==> config.mk <==
export PLATFORM = sky130hd
export DESIGN_NAME = fetch_queue
export DESIGN_NICKNAME = d
export VERILOG_FILES = /design/src/rtl/fetch_pkg.sv /design/src/rtl/sync_fifo.sv /design/src/rtl/fetch_queue.sv
export SDC_FILE = /design/constraint.sdc
export NUM_CORES = 1
export LEC_CHECK = 0
export CAP_MARGIN = 10
export CORE_MARGIN = 1.5
export CORE_UTILIZATION = 45
export CTS_CLUSTER_DIAMETER = 200
export DETAILED_ROUTE_END_ITERATION = 10
export PLACE_DENSITY = 0.67
export SLEW_MARGIN = 20
export SYNTH_ARGS = -nofsm -noshare
export SYNTH_HDL_FRONTEND = slang
export SYNTH_HIERARCHICAL = 1
export SYNTH_SLANG_ARGS = --single-unit
==> constraint.sdc <==
create_clock -name clk -period 4.75 [get_ports clk]
set_input_delay 0.475 -clock clk [delete_from_list [all_inputs] [get_ports clk]]
set_output_delay 0.475 -clock clk [all_outputs]
set_load 0.03 [all_outputs]
==> src/rtl/fetch_pkg.sv <==
// fetch_pkg: shared types and defaults for the
// queued instruction-fetch front end.
package fetch_pkg;

  localparam int unsigned RESET_PC_DEF = 0;
  localparam int unsigned PC_STEP_DEF  = 1;
  localparam int          XLEN_DEF     = 32;
  localparam int          ILEN_DEF     = 32;

  typedef struct packed {
    logic [XLEN_DEF-1:0] pc;
    logic [ILEN_DEF-1:0] ir;
  } fetch_entry_t;

  typedef enum logic {
    FETCH = 1'b0,
    FLUSH = 1'b1
  } state_t;

endpackage

==> src/rtl/sync_fifo.sv <==
// sync_fifo: power-of-two circular buffer with
// push/pop/clear and an occupancy count.
module sync_fifo #(
  parameter  int W     = 64,
  parameter  int DEPTH = 4,
  localparam int AW    = $clog2(DEPTH),
  localparam int CW    = AW + 1
) (
  input  logic          clk,
  input  logic          rst,
  input  logic          push,
  input  logic          pop,
  input  logic          clear,
  input  logic [W-1:0]  wdata,
  output logic [W-1:0]  rdata,
  output logic [CW-1:0] count
);

  logic [W-1:0]  mem [DEPTH];
  logic [AW-1:0] wr_ptr;
  logic [AW-1:0] rd_ptr;
  logic          do_push;
  logic          do_pop;

  assign do_pop  = pop && (count != '0);
  assign do_push = push &&
    ((count != CW'(DEPTH)) || do_pop);

  // An empty queue presents zeros, not stale storage.
  assign rdata = (count == '0) ? '0 : mem[rd_ptr];

  always_ff @(posedge clk or negedge rst) begin
    if (!rst) begin
      wr_ptr <= '0;
      rd_ptr <= '0;
      count  <= '0;
    end else if (clear) begin
      wr_ptr <= '0;
      rd_ptr <= '0;
      count  <= '0;
    end else begin
      if (do_push) wr_ptr <= wr_ptr + AW'(1);
      if (do_pop)  rd_ptr <= rd_ptr + AW'(1);
      case ({do_push, do_pop})
        2'b10:   count <= count + CW'(1);
        2'b01:   count <= count - CW'(1);
        default: count <= count;
      endcase
    end
  end

  always_ff @(posedge clk) begin
    if (do_push && !clear) mem[wr_ptr] <= wdata;
  end

endmodule

==> src/rtl/fetch_queue.sv <==
// fetch_queue: sequential PC generator, imem credit
// tracking and redirect flush in front of a fetch FIFO.
module fetch_queue
  import fetch_pkg::*;
#(
  parameter  int          XLEN            = 32,
  parameter  int          ILEN            = 32,
  parameter  int          DEPTH           = 4,
  parameter  int          MAX_OUTSTANDING = 2,
  parameter  int unsigned PC_STEP         = PC_STEP_DEF,
  parameter  int unsigned RESET_PC        = RESET_PC_DEF,
  localparam int          CW = $clog2(DEPTH) + 1,
  localparam int          OW = $clog2(MAX_OUTSTANDING + 1)
) (
  input  logic            clk,
  input  logic            rst,
  output logic            imem_req_valid,
  input  logic            imem_req_ready,
  output logic [XLEN-1:0] imem_req_addr,
  input  logic            imem_resp_valid,
  input  logic [ILEN-1:0] imem_resp_data,
  input  logic            redirect,
  input  logic [XLEN-1:0] redirect_pc,
  output logic            id_valid,
  input  logic            id_ready,
  output logic [ILEN-1:0] id_ir,
  output logic [XLEN-1:0] id_pc,
  output logic [CW-1:0]   count
);

  localparam int SW = ((CW > OW) ? CW : OW) + 1;
  localparam logic [XLEN-1:0] STEP = XLEN'(PC_STEP);

  typedef struct packed {
    logic [XLEN-1:0] pc;
    logic [ILEN-1:0] ir;
  } entry_t;

  state_t          state;
  logic [XLEN-1:0] pc_q;
  logic [XLEN-1:0] resp_pc;
  logic [OW-1:0]   outstanding;
  logic [OW-1:0]   drop_cnt;
  logic [OW-1:0]   out_next;
  logic [OW-1:0]   drop_next;
  logic            req_hs;
  logic            resp_ok;
  logic            push;
  logic            pop;
  entry_t          wentry;
  entry_t          hentry;

  // Credit: every accepted request owns a FIFO slot.
  assign imem_req_valid = rst && !redirect &&
    (outstanding < OW'(MAX_OUTSTANDING)) &&
    ((SW'(count) + SW'(outstanding)) < SW'(DEPTH));

  assign imem_req_addr = pc_q;
  assign req_hs   = imem_req_valid && imem_req_ready;
  assign resp_ok  = imem_resp_valid && (outstanding != '0);
  assign push     = resp_ok && (drop_cnt == '0) && !redirect;
  assign id_valid = (count != '0);
  assign pop      = id_valid && id_ready && !redirect;
  assign wentry   = '{pc: resp_pc, ir: imem_resp_data};
  assign id_pc    = hentry.pc;
  assign id_ir    = hentry.ir;

  always_comb begin
    out_next  = outstanding + OW'(req_hs) - OW'(resp_ok);
    drop_next = drop_cnt;
    if (redirect)
      drop_next = out_next;
    else if (resp_ok && (drop_cnt != '0))
      drop_next = drop_cnt - OW'(1);
  end

  always_ff @(posedge clk or negedge rst) begin
    if (!rst) begin
      state       <= FETCH;
      pc_q        <= XLEN'(RESET_PC);
      resp_pc     <= XLEN'(RESET_PC);
      outstanding <= '0;
      drop_cnt    <= '0;
    end else begin
      outstanding <= out_next;
      drop_cnt    <= drop_next;
      state       <= (drop_next != '0) ? FLUSH : FETCH;
      if (redirect) begin
        pc_q    <= redirect_pc;
        resp_pc <= redirect_pc;
      end else begin
        if (req_hs) pc_q    <= pc_q + STEP;
        if (push)   resp_pc <= resp_pc + STEP;
      end
    end
  end

  sync_fifo #(
    .W     (XLEN + ILEN),
    .DEPTH (DEPTH)
  ) u_fifo (
    .clk   (clk),
    .rst   (rst),
    .push  (push),
    .pop   (pop),
    .clear (redirect),
    .wdata (wentry),
    .rdata (hentry),
    .count (count)
  );

  resp_needs_req: assert property (
    @(posedge clk) disable iff (!rst)
    imem_resp_valid |-> (outstanding != '0));

endmodule

-- After elaboration in Yosys (flattened, before gate mapping)
Memory sizes are Yosys's and may differ from the RTL's.
Index checks and enable logic that the tools add are counted.
- register bits after elaboration: 75
- memory bits (writable): 256
- input bits: 70
- memories kept: 1
- $add $sub $neg: 10
- $lt $le $gt $ge: 2
- equal/unequal tests: 3
- muxes and demuxes: 15
- reduce and logical (&&, ||, !) cells: 26
- memory list (name ; depth ; bits a word ; read ports ; clocked after memory_dff ; wr ports ; line ; source):
    u_fifo.mem ; 4 ; 64 ; 1 ; 0 ; 1 ; sync_fifo.sv:19 ; logic [W-1:0] mem [DEPTH];
- operators with widths (kind ; number):
    32-bit 2-to-1 mux ; 4
    32-bit by 1-bit adder with 32-bit output, second input constant ; 2
    64-bit 2-to-1 mux ; 1
    2-bit nonzero test ; 7
    1-bit logical AND ; 13
    2-bit 2-to-1 mux ; 6
    3-bit one-hot mux with 2 select lines ; 1
    3-bit nonzero test ; 2
    2-bit by 1-bit adder with 2-bit output, second input constant ; 2
    3-bit by 2-bit adder with 4-bit output ; 1
    4-bit by 3-bit less-than comparator with 1-bit output, second input constant ; 1
    3-bit by 1-bit adder with 3-bit output, second input constant ; 1
    3-bit logical NOT ; 1
    3-bit 2-to-1 mux ; 1
    3-bit != test, second input constant ; 1
    3-bit by 1-bit subtractor with 3-bit output, second input constant ; 1
    2-bit by 1-bit adder with 2-bit output ; 1
    2-bit by 1-bit equality test with 1-bit output, second input constant ; 1
    2-bit equality test, second input constant ; 1
    2-bit logical NOT ; 1
    2-bit less-than comparator, second input constant ; 1
    1-bit 2-to-1 mux ; 2
    2-bit by 1-bit subtractor with 2-bit output ; 1
    2-bit by 1-bit subtractor with 2-bit output, second input constant ; 1
    other kinds (2) ; 2

-- Logic depth before layout (Yosys ltp)
- depth in word-level cells: 9
- gate-level depth with buffers: 13
- mapped depth without buffers: 11

-- Modules after synthesis
The synthesis kept the hierarchy.
- modules (own cells, without submodules) (module ; instances ; cells an instance ; area an instance (sq um) ; seq. area each (sq um)):
    sync_fifo ; 1 ; 466 ; 10201.0 ; 7862.5
    fetch_queue ; 1 ; 416 ; 3972.6 ; 1701.6

-- Least setup slack after synthesis
Ideal clock, no wire load.
- kind: register to register
- start: register u_fifo.count[0]
- end: memory u_fifo.mem[0][0], enable pin
- data arrival time: 3.134 ns
- required time: 4.321 ns
- path slack: 1.187 ns
- cell stages (with the launch flop): 7
- buffers on the path: 1
- cell sequence: dfrtp_1 or3_1 and3_1 buf_2 nor4b_1 nor3_1 and2_1
- word-level cells in the longest chain between the ends: 9
- ends and longest elaborated chain (item ; line ; source):
    from (decl) ; sync_fifo.sv:16 ; output logic [CW-1:0] count
    from (signal assigned) ; sync_fifo.sv:45 ; 2'b10: count <= count + CW'(1);
    from (signal assigned) ; sync_fifo.sv:46 ; 2'b01: count <= count - CW'(1);
    from (signal assigned) ; sync_fifo.sv:47 ; default: count <= count;
    3-bit nonzero test ; fetch_queue.sv:62 ; assign id_valid = (count != '0);
    net id_valid ; fetch_queue.sv:24 ; output logic id_valid,
    1-bit logical AND (2 in a row) ; fetch_queue.sv:63 ; assign pop = id_valid && id_ready && !redirect;
    net pop ; fetch_queue.sv:49 ; logic pop;
    1-bit logical AND ; sync_fifo.sv:25 ; assign do_pop = pop && (count != '0);
    1-bit logical OR ; sync_fifo.sv:27 ; ((count != CW'(DEPTH)) || do_pop);
    1-bit logical AND ; sync_fifo.sv:26 ; assign do_push = push &&
    1-bit logical AND ; sync_fifo.sv:53 ; if (do_push && !clear) mem[wr_ptr] <= wdata;
    1-bit 2-to-1 mux ; sync_fifo.sv:53 ;
    1-bit 2-to-1 mux (implied by the code) ; sync_fifo.sv:53 ;
    to (decl) ; sync_fifo.sv:19 ;
The timed path passes the listed nets, and every way through them passes these cells.

-- Worst setup path after layout
- start: register u_fifo.rd_ptr[0]
- end: output port id_pc[19]
- word-level cells in the longest chain between the ends: 2
- ends and longest elaborated chain (item ; line ; source):
    from (decl) ; sync_fifo.sv:21 ; logic [AW-1:0] rd_ptr;
    from (signal assigned) ; sync_fifo.sv:43 ; if (do_pop) rd_ptr <= rd_ptr + AW'(1);
    memory 4 x 64 bit ; -- ;
    64-bit 2-to-1 mux ; sync_fifo.sv:30 ; assign rdata = (count == '0) ? '0 : mem[rd_ptr];
    to (decl) ; fetch_queue.sv:27 ; output logic [XLEN-1:0] id_pc,
No other way between the ends.

==> summary.md <==
| Metric | Value |
|---|---|
| EDFF count, synth | `between 200 and 300` |
| WP buf/inv | `2` |
| Cell area after synthesis | `around 0.014 mm2` |
| Crit path from | `u_fifo/rd_ptr[0]` |
| Ranking of synthesized cells by area | `edfxtp_1 54%, dfrtp_1 13%, mux4_2 10%, nor2b_1 2.9%, xor2_1 1.7%` |
| FF/Latch Area | `0.00957 mm2` |
| # fillers | `roughly 2400` |
| First-pass GRT wire length | `approximately 48000 um` |
| Multi-input logic area | `about 0.0043 mm2` |
| Initial antenna violation count | `0` |
| Syn Nets | `about 960` |
| Largest net degree at the start of global routing | `76` |
| Worst Clk Skew | `roughly 0.021 ns` |
| Netlist cell types | `between 50 and 60` |
| Finished Layout Cells | `1477` |
| FF-to-FF End | `u_fifo/count[2]` |
| Post-DP HPWL | `18500 um` |
| P_int | `between 5000 and 6000 uW` |
| Post-DRT Antenna Nets | `0` |
| Post-CTS Setup Inserts | `0` |
| CTS Sinks | `between 300 and 400` |
| Worst min path class | `input pin to async pin` |
| Headroom to the max-slew limit | `33.7%` |
| RSZ-0062 raised after global routing | `false` |
| Via count | `around 8300` |
| GRT Util Overall | `about a fifth` |
| Reg power frac | `52.2%` |
| Share of the synthesized area in the top cell type | `54.2%` |
| Sequential share of the synthesized area | `67.5%` |
| DRT Pass-1 Iters | `5` |
| Lkg Pwr | `between 0.005 and 0.006 uW` |
| Clock network fraction of design power | `roughly two fifths` |
| Final setup fails | `0` |
| Number of global-route vias before repair | `8402` |
| Via-to-Cell Ratio | `roughly 5.6` |
| Initial Utilization | `between 40% and 50%` |
| YS warnings | `6` |
| Gr ovfl total | `0` |
| CP max-delay cell | `dfrtp_4` |
| Setup tns final | `0 ns` |
| DP Cell Count | `approximately 1400` |
| Die height | `around 180 um` |
| Overall Power | `around 6500 uW` |
| R2r setup slk | `between 1.5 and 2 ns` |
| TritonCTS Buffers | `35` |
| Overall routed net length | `around 30000 um` |
| Final nets | `roughly 1100` |
| Clk_lat worst skew | `about 0.50 ns` |
| Crit path max-delay family | `buffers and inverters` |
| Critical path depth | `4` |
| R2R depth | `9` |
| Core area | `about 0.031 mm2` |
| Max-slew violations | `0` |
| Reg2reg start | `drop_cnt[0]` |
| Worst stage delay on the critical path | `0.89 ns` |
| Die ar. | `between 0.03 and 0.04 mm2` |
| Synthesized area per cell | `between 15 and 20 um2` |
| Post-synth top area cell | `edfxtp_1` |
| Status | `completed` |
| Ordered list of cells on the worst path | `buf_12, mux4_2, nor2b_1, clkdlybuf4s50_1` |
| DRC viols | `0` |
| CTS tree | `done` |
| Initial detailed-routing violation count | `724` |
| IO Pins | `about 170` |
| Post-cts resize count | `0` |
| Placed cell areas | `about 0.016 mm2` |
| Critical path startpoint category | `flip-flop` |
| Logic gate share of total power | `roughly a tenth` |
| Most common cell after layout, fill and taps aside | `edfxtp_1` |
| Synth Instances | `882` |
| H-tree Lvls | `2` |
| Sw Pwr | `roughly 1500 uW` |
| Worst setup path class | `flip-flop to output port` |
| Antenna cell count | `0` |
| Post-synth ARST share | `around 23%` |
| Post-synth top flop | `edfxtp_1` |
| Yosys reg bits | `between 300 and 400` |
| CP endpoint kind | `output port` |
| Data required, critical path | `4.28 ns` |
| Most frequent cells in the layout | `256 x edfxtp_1, 168 x clkdlybuf4s50_1, 73 x dfrtp_1` |
| PwrDens | `377 mW/mm2` |
| Area delta synth->final | `22.4%` |
| Fmax | `279 MHz` |
| Max clock buf depth | `3` |
| Min cycle time layout | `3.59 ns` |
| Wire length per cell | `between 20 and 25 um` |
| Gpl congestion | `approximately 0.84` |
| Worst endpoint data arrival time | `approximately 3.1 ns` |
| Final hold violations | `0` |
| CTS root buffer | `clkbuf_16` |
| Maximum vdd drop | `approximately 0.23 mV` |
| FP Rows | `64` |
| Max-Cap Viols | `0` |
| Post-Layout Inst Area | `0.0174 mm2` |
| Cts hold-fix bufs | `0` |
| Crit path capture | `id_pc[19]` |
| Worst-path clk slew | `roughly 0.060 ns` |
| # port buffers | `170` |
| Worst slew pin tran | `0.994 ns` |
| Fin crit share | `75.6%` |
| Max Fanout on Critical Path | `35` |
| Share of cells above drive strength 1 | `between 10% and 20%` |
| Sw Share | `23.1%` |
| Die W | `about 180 um` |
## cell type report
type	instances	area share, %
inverter	14	0.303
sequential	331	55.1
clock buffer	45	5.38
tap	396	2.86
multi-input combinational	493	24.9
timing repair buffer	182	10.7
clock inverter	16	0.736
## how the worst min path moves through the flow
stage / start / endpoint / cells after the start
finish: rst / outstanding[1] / 2
global route: rst / resp_pc[31] / 2
CTS: rst / imem_req_addr[2] / 2
detailed placement: imem_req_addr[19] / imem_req_addr[19] / 1
global placement: imem_req_addr[19] / imem_req_addr[19] / 1
floorplan: rst / drop_cnt[0] / 0
## state kept, by name (all words and copies together), names as in the netlist
name and cells:
resp_pc 32, imem_req_addr 32, u_fifo/count 3, outstanding 2
drop_cnt 2, u_fifo/wr_ptr 2, u_fifo/rd_ptr 2, u_fifo/mem 256
## kinds of logic after synthesis
family / Yosys count / synth area share (%)
buffers and inverters: 58 / 2.15
XOR/XNOR: 46 / 2.84
adder cells (fa/ha/maj): 11 / 1.02
flip-flops: 331 / 67.5
AND/OR/NAND/NOR: 272 / 11.1
multiplexers: 82 / 11.6
AO/OA/AOI/OAI: 82 / 3.75
## metal layers
metal	wire length, um	vias up	GRT usage, %	part of all wire, %
li1	-	3765	-	-
met3	1760	28	3.48	5.8
met5	0	-	0	0
met2	13600	286	28.6	45
met1	14300	4211	28.8	48
met4	377	0	4.07	1.3
## through the flow
stage	util, %	setup WS, ns	hold slack [ns]
5_1_grt	56.3	0.949	0.318
2_1_floorplan	-	1.19	0.179
6_report	56.3	1.16	0.239
3_5_place_dp	52.8	1.53	0.553
4_1_cts	56.3	1.06	0.281
3_3_place_gp	52.8	1.58	0.543
## power by group through the flow
stage	clock network (uW)	logic, uW	registers (uW)
after floorplan	0	314	3480
after global placement	0	600	3460
after detailed placement	0	609	3470
after CTS	2580	614	3410
after global routing	2710	664	3430
final	2520	606	3410
## synthesized netlist by cell type, types with 14 or more instances
cell type	instances
o21ai_0	32
nor2_1	19
nand2_1	49
dfrtp_1	75
mux4_2	64
nand4_1	29
nand3_1	41
edfxtp_1	256
xnor2_1	18
mux2_2	18
xor2_1	28
o211ai_1	14
nor2b_1	65
clkbuf_1	19
No activity file was read; power rests on OpenSTA's default activity.
